<file path="config.mk">
export PLATFORM = sky130hd
export DESIGN_NAME = add16u_rr_sched
export DESIGN_NICKNAME = d
export VERILOG_FILES = /design/src/rtl/add16u_rr_sched.sv
export SDC_FILE = /design/constraint.sdc
export NUM_CORES = 1
export LEC_CHECK = 0
export BUFFER_PORTS_ARGS = -buffer_cell sky130_fd_sc_hd__buf_2
export CAP_MARGIN = 30
export CORE_AREA = 2 2 88 90
export DETAILED_ROUTE_END_ITERATION = 8
export DIE_AREA = 0 0 90 92
export PLACE_DENSITY = 0.84
export SLEW_MARGIN = 20
export SYNTH_ARGS = -nofsm -noshare
export SYNTH_HDL_FRONTEND = slang
export SYNTH_SLANG_ARGS = --single-unit
</file>
<file path="constraint.sdc">
create_clock -name clk -period 4.4 [get_ports clk]
set_input_delay 0.88 -clock clk [delete_from_list [all_inputs] [get_ports clk]]
set_output_delay 0.88 -clock clk [all_outputs]
set_load 0.005 [all_outputs]
</file>
<file path="src/rtl/add16u_rr_sched.sv">
`default_nettype none
// ============================================================================
// Module   : add16u_rr_sched
// Brief    : Round-robin scheduler time-sharing one external combinational
//            W-bit approximate adder among N_REQ requesters; one tagged,
//            registered response per accepted request.
// Revision : 1.0 - initial release
// ============================================================================
module add16u_rr_sched #(
    parameter int  N_REQ = 4,
    parameter int  W     = 16,
    localparam int IDW   = $clog2(N_REQ)
) (
    input  logic               clk,
    input  logic               rst_n,
    input  logic [N_REQ-1:0]   req_valid,
    input  logic [N_REQ*W-1:0] req_a,
    input  logic [N_REQ*W-1:0] req_b,
    output logic [N_REQ-1:0]   req_ready,
    output logic [W-1:0]       add_a,
    output logic [W-1:0]       add_b,
    input  logic [W:0]         add_o,
    output logic               rsp_valid,
    output logic [W:0]         rsp_data,
    output logic [IDW-1:0]     rsp_id,
    input  logic               rsp_ready,
    output logic [15:0]        ops_cnt
);

    localparam logic [15:0]    c_cnt_max = 16'hFFFF;
    localparam logic [IDW-1:0] c_id_last = IDW'(N_REQ - 1);

    logic               r_rsp_valid;
    logic [W:0]         r_rsp_data;
    logic [IDW-1:0]     r_rsp_id;
    logic [IDW-1:0]     r_rr_ptr;
    logic [15:0]        r_ops_cnt;

    logic               w_can_issue;
    logic               w_found;
    logic               w_grant;
    logic [IDW-1:0]     w_gnt;
    logic [IDW-1:0]     w_cand;
    int                 w_sum;
    logic [N_REQ-1:0]   w_req_ready;
    logic [W-1:0]       w_add_a;
    logic [W-1:0]       w_add_b;

    assign w_can_issue = ~r_rsp_valid | rsp_ready;

    // Rotating priority search starting at r_rr_ptr, wrapping past N_REQ-1.
    always_comb begin
        w_found = 1'b0;
        w_gnt   = '0;
        w_cand  = '0;
        w_sum   = 0;
        for (int k = 0; k < N_REQ; k++) begin
            w_sum = int'(r_rr_ptr) + k;
            if (w_sum >= N_REQ) begin
                w_sum = w_sum - N_REQ;
            end
            w_cand = IDW'(w_sum);
            if (!w_found && req_valid[w_cand]) begin
                w_found = 1'b1;
                w_gnt   = w_cand;
            end
        end
    end

    assign w_grant = rst_n & w_found & w_can_issue;

    // Operands are zeroed when nothing is granted to keep the adder quiet.
    always_comb begin
        w_req_ready = '0;
        w_add_a     = '0;
        w_add_b     = '0;
        for (int i = 0; i < N_REQ; i++) begin
            if (w_grant && (w_gnt == IDW'(i))) begin
                w_req_ready[i] = 1'b1;
                w_add_a        = req_a[i*W +: W];
                w_add_b        = req_b[i*W +: W];
            end
        end
    end

    always_ff @(posedge clk) begin
        if (!rst_n) begin
            r_rsp_valid <= 1'b0;
            r_rsp_data  <= '0;
            r_rsp_id    <= '0;
            r_rr_ptr    <= '0;
            r_ops_cnt   <= '0;
        end else if (w_grant) begin
            r_rsp_valid <= 1'b1;
            r_rsp_data  <= add_o;
            r_rsp_id    <= w_gnt;
            r_rr_ptr    <= (w_gnt == c_id_last) ? '0 : w_gnt + IDW'(1);
            if (r_ops_cnt != c_cnt_max) begin
                r_ops_cnt <= r_ops_cnt + 16'd1;
            end
        end else if (rsp_ready) begin
            r_rsp_valid <= 1'b0;
        end
    end

    assign req_ready = w_req_ready;
    assign add_a     = w_add_a;
    assign add_b     = w_add_b;
    assign rsp_valid = r_rsp_valid;
    assign rsp_data  = r_rsp_data;
    assign rsp_id    = r_rsp_id;
    assign ops_cnt   = r_ops_cnt;

endmodule
`default_nettype wire

</file>
# Yosys cells after proc, flatten, opt, wreduce, memory -nomap -nowiden
# Cells that the tools add are included.
[op_classes] mul=0 addsub=9 muxes=35 n_shift=0 order_cmp=8 bitwise=4 n_div=0 eq_ne=4 n_reduce_logical=13
[op_table] operator="$mux 16" count=8
[op_table] operator="$mux 2" count=9
[op_table] operator="$add 16x1->16 const B" count=1
[op_table] operator="$ne 16x16->1 const B" count=1
[op_table] operator="$mux 1" count=14
[op_table] operator="$lt 2x3->1 const B" count=4
[op_table] operator="$ge 3x3->1 const B" count=3
[op_table] operator="$bmux 1 s2" count=4
[op_table] operator="$sub 2x1->2 const B" count=4
[op_table] operator="$logic_and 1x1->1" count=7
[op_table] operator="$add 2x2->3 const B" count=2
[op_table] operator="$eq 2x2->1 const B" count=2
[op_table] operator="$add 2x1->3 const B" count=1
[op_table] operator="$ge 2x3->1 const B" count=1
[op_table] operator="$logic_not 1->1" count=3
[op_table] operator="$add 2x1->2 const B" count=1
[op_table] operator="$and 1x1->1" count=2
[op_table] operator="$eq 2x1->1 const B" count=1
[op_table] operator="$logic_not 2->1" count=1
[op_table] operator="$reduce_and 2->1" count=1
[op_table] operator="$reduce_bool 2->1" count=1
[op_table] operator="$not 1->1" count=1
[op_table] operator="$or 1x1->1" count=1
[word_totals] inputBits=152 regBits=38 out_inout_bits=72 ram_bits=0 word_cells=78 latch_bits=0 mem_count=0 rom_bits=0

# Longest topological paths before layout
[depth] word_depth=21 depth_mapped=10 depth_no_buf=9

# Worst setup path after synthesis
# No wires, ideal clock.
[synth_path] path_type="in2out" start="input port req_valid[0]" end="output port add_a[0]" cell_stages=8 path_buffers=1 required_time_ns=3.520 path_slack_ns=0.715 arrival_ns=2.805 cell_sequence="or4_4 > and2_1 > ha_1 > nand2b_1 > nor4_2 > clkbuf_1 > a22oi_1 > a22oi_1"
[synth_via] word_cells_on_any_way=36 classes_between="eq/ne: 3; mux: 20; bitwise: 2; reduce/logical: 11"
[synth_lines] element="start: declaration" line="16" rtl="input logic [N_REQ-1:0] req_valid,"
[synth_lines] element="$bmux 1 s2" line="63" rtl="if (!w_found && req_valid[w_cand]) begin"
[synth_lines] element="$mux 1 (not written as such)" line="63"
[synth_lines] element="$mux 1" line="63"
[synth_lines] element="$logic_not 1->1" line="63"
[synth_lines] element="$logic_and 1x1->1" line="63"
[synth_lines] element="$mux 1" line="63"
[synth_lines] element="$logic_not 1->1" line="63"
[synth_lines] element="$logic_and 1x1->1" line="63"
[synth_lines] element="$mux 1" line="63"
[synth_lines] element="$logic_not 1->1" line="63"
[synth_lines] element="$logic_and 1x1->1" line="63"
[synth_lines] element="$mux 2 *" line="63"
[synth_lines] element="named net w_gnt[0]" line="42" rtl="logic [IDW-1:0] w_gnt;"
[synth_lines] element="$logic_not 2->1" line="78" rtl="if (w_grant && (w_gnt == IDW'(i))) begin"
[synth_lines] element="$logic_and 1x1->1" line="78"
[synth_lines] element="$mux 16 (3 in series)" line="78"
[synth_lines] element="$mux 16 *" line="78"
[synth_lines] element="end: declaration" line="20" rtl="output logic [W-1:0] add_a,"
# The timed path passes the listed nets; every way through them passes the cells marked *. The select of a mux whose other input is x is not followed.

# Final worst setup path
[layout_path] start="input port req_valid[0]" end="output port add_a[9]"
# The elaborated chain is that of the path after synthesis.

==> metrics.csv <==
metric;value;unit
status;finished, final reports clean;
critPathMaxFanout;32;
drt_iter0_drc;155;
rsz0062_at_grt;false;
core.rowCount;32;
cap_violations;0;
ys_warn_count;0;
gp_congestion;0.879;
end_kind;primary output;
r2r_start;ops_cnt[4];
numCtsBuffers;5;
cp.required;3.52;ns
placed_area;3820;um2
final_area;3920;um2
cp-start-kind;input pin;
synth-edff-count;0;
vias;3553;
grt_pass1_vias;3272;
hold_viol_final;0;
synthesis.nets;499;
finalWorstSetupSlack;0.315;ns
max_freq;245;MHz
critPathKind;input pin to primary output;
synth_area_leaders;dfxtp_1, a22oi_1, nand2_1;
p_leak;1.94;nW
numPortBuffers;223;
skew;0.0123;ns
die_h;92;um
insertion_delay;0.30;ns
r2r_slack;2.56;ns
fillers;705;
die_w;90;um
synth-seq-cells;38;
grt_max_degree;36;
syn_inst;342;
yosysMostFrequentCell;a22oi_1;
drc;0;
vdd_ir_drop_max;229;uV
drt_first_pass_iters;5;
max_slew_margin;0.449;
cts_resized;0;
cp.arrival;3.20;ns
period_minus_slack;4.08;ns
htree_levels;2;
grt_pass1_wl;15700;um
wire_per_inst;15.3;um
cts_sinks;38;
antenna_found_initial;0;
cts_tree;yes;
seq_area_frac_synth;0.290;
multi_input_area;1730;um2
clockBufferDepth;2;
min-delay-start;rsp_data[16];
syn_area_per_cell;7.66;um2
cts_root_buffer;clkbuf_8;
post-synth-top-area-cell;dfxtp_1;
crit_start;req_valid[0];
synth_flop_cell;dfxtp_1;
dp_hpwl;7710;um
grt_overflow;0;
yosys-top-cells-count;a22oi_1, nand2_1, dfxtp_1, o22ai_1, a21oi_1;
ios;224;
preCtsSetupSlack;0.321;ns
core_area;7450;um2
powerDensity;282;nW/um2
dieArea;8280;um2
yosysTopAreaCellShare;0.290;
finalMaxSlewViolations;0;
hold_class;flip-flop to flip-flop;
cts.reportedPaths.clkPinSlew;0.07;ns
cts_setup_buffers;0;
setup_viol;0;
mappedNetlistArea;2620;um2
drive_gt1_frac;0.450;
holdBufCountCts;0;
synth_cell_types;42;
area_growth_syn_to_layout;49.5;%
ys_async_sr_fraction;0;
wl;9960;um
ant_nets;0;
start_util;0.352;
seq_area;761;um2
timing.final.crit_share;0.928;
fin_setup_tns;0;ns
final_nets;707;
insertedDiodeCount;0;
grt_usage;0.228;
viasPerCell;5.44;
worst_pin_slew;0.819;ns
metrics by stage:
step | total power [W] | cells | hold slack (ns) | util
after floorplan | 0.000640 | 342 | 0.453 | -
after global placement | 0.000844 | 645 | 0.439 | 0.512
after detailed placement | 0.000856 | 645 | 0.443 | 0.513
after CTS | 0.00111 | 653 | 0.453 | 0.526
after global routing | 0.00117 | 653 | 0.477 | 0.526
final | 0.00111 | 653 | 0.452 | 0.526
sequential cells by signal, indices dropped and copies added (netlist names):
signal	count
r_rr_ptr	2
rsp_id	2
ops_cnt	16
rsp_valid	1
rsp_data	17
cell families after synthesis:
kind of cell             share of synthesized area
multiplexers                                0.0497
buffers and inverters                       0.0578
adder cells (fa/ha/maj)                     0.0239
flip-flops                                   0.290
AND/OR/NAND/NOR                              0.230
AO/OA/AOI/OAI                                0.348
final timing paths:
| kind | to | depth (start not counted) |
|---|---|---|
| setup reg to reg | ops_cnt[12] | 4 |
| hold / removal | rsp_data[16] | 2 |
| hold reg to reg | rsp_data[16] | 2 |
| setup / recovery | add_a[9] | 10 |
critical path, cell delays in order:
cell	delay [ns]
buf_2	0.13
or4_4	0.56
and2_1	0.19
ha_1	0.21
nand2b_1	0.18
nor4_4	0.14
buf_4	0.37
a22oi_1	0.12
a22oi_1	0.23
buf_2	0.17
power by group:
part / leakage, nW / internal [W] / switching, W / total, W
combinational: 1.58 / 0.000226 / 0.000246 / 0.000472
clock: 0.0472 / 0.000126 / 0.000128 / 0.000254
sequential: 0.312 / 0.000364 / 0.0000148 / 0.000379
total: 1.94 / 0.000716 / 0.000389 / 0.00111
layout make-up:
cell class              instances  area share
repair buffers                231       0.300
multi-input cells             268       0.443
clock inverters                 2     0.00320
inverters                       6     0.00575
well taps                     102      0.0326
flip-flops and latches         38       0.194
clock buffers                   6      0.0211
cells in the final DEF, fill, tap and decap left out, types with 3 or more instances in the layout:
master,synthesis,layout
buf_2,4,223
a22oi_1,64,64
nand2_1,59,59
dfxtp_1,38,38
o22ai_1,33,33
a21oi_1,26,26
mux2i_1,13,13
nand2b_1,8,8
nand3_1,8,8
buf_4,1,8
nor4_1,6,6
clkbuf_8,0,6
nor2_1,5,5
and2_1,5,5
ha_1,5,5
nor2b_1,4,4
inv_1,4,4
o21ai_0,3,3
routing by layer:
layer / global-route usage / part of all wire / vias to the layer above
met5: 0 / 0 / -
met4: 0.0744 / 0.018 / 0
met3: 0.0493 / 0.087 / 18
met2: 0.396 / 0.49 / 206
met1: 0.282 / 0.40 / 1605
li1: - / - / 1724
No activity file was read; power rests on OpenSTA's default activity.
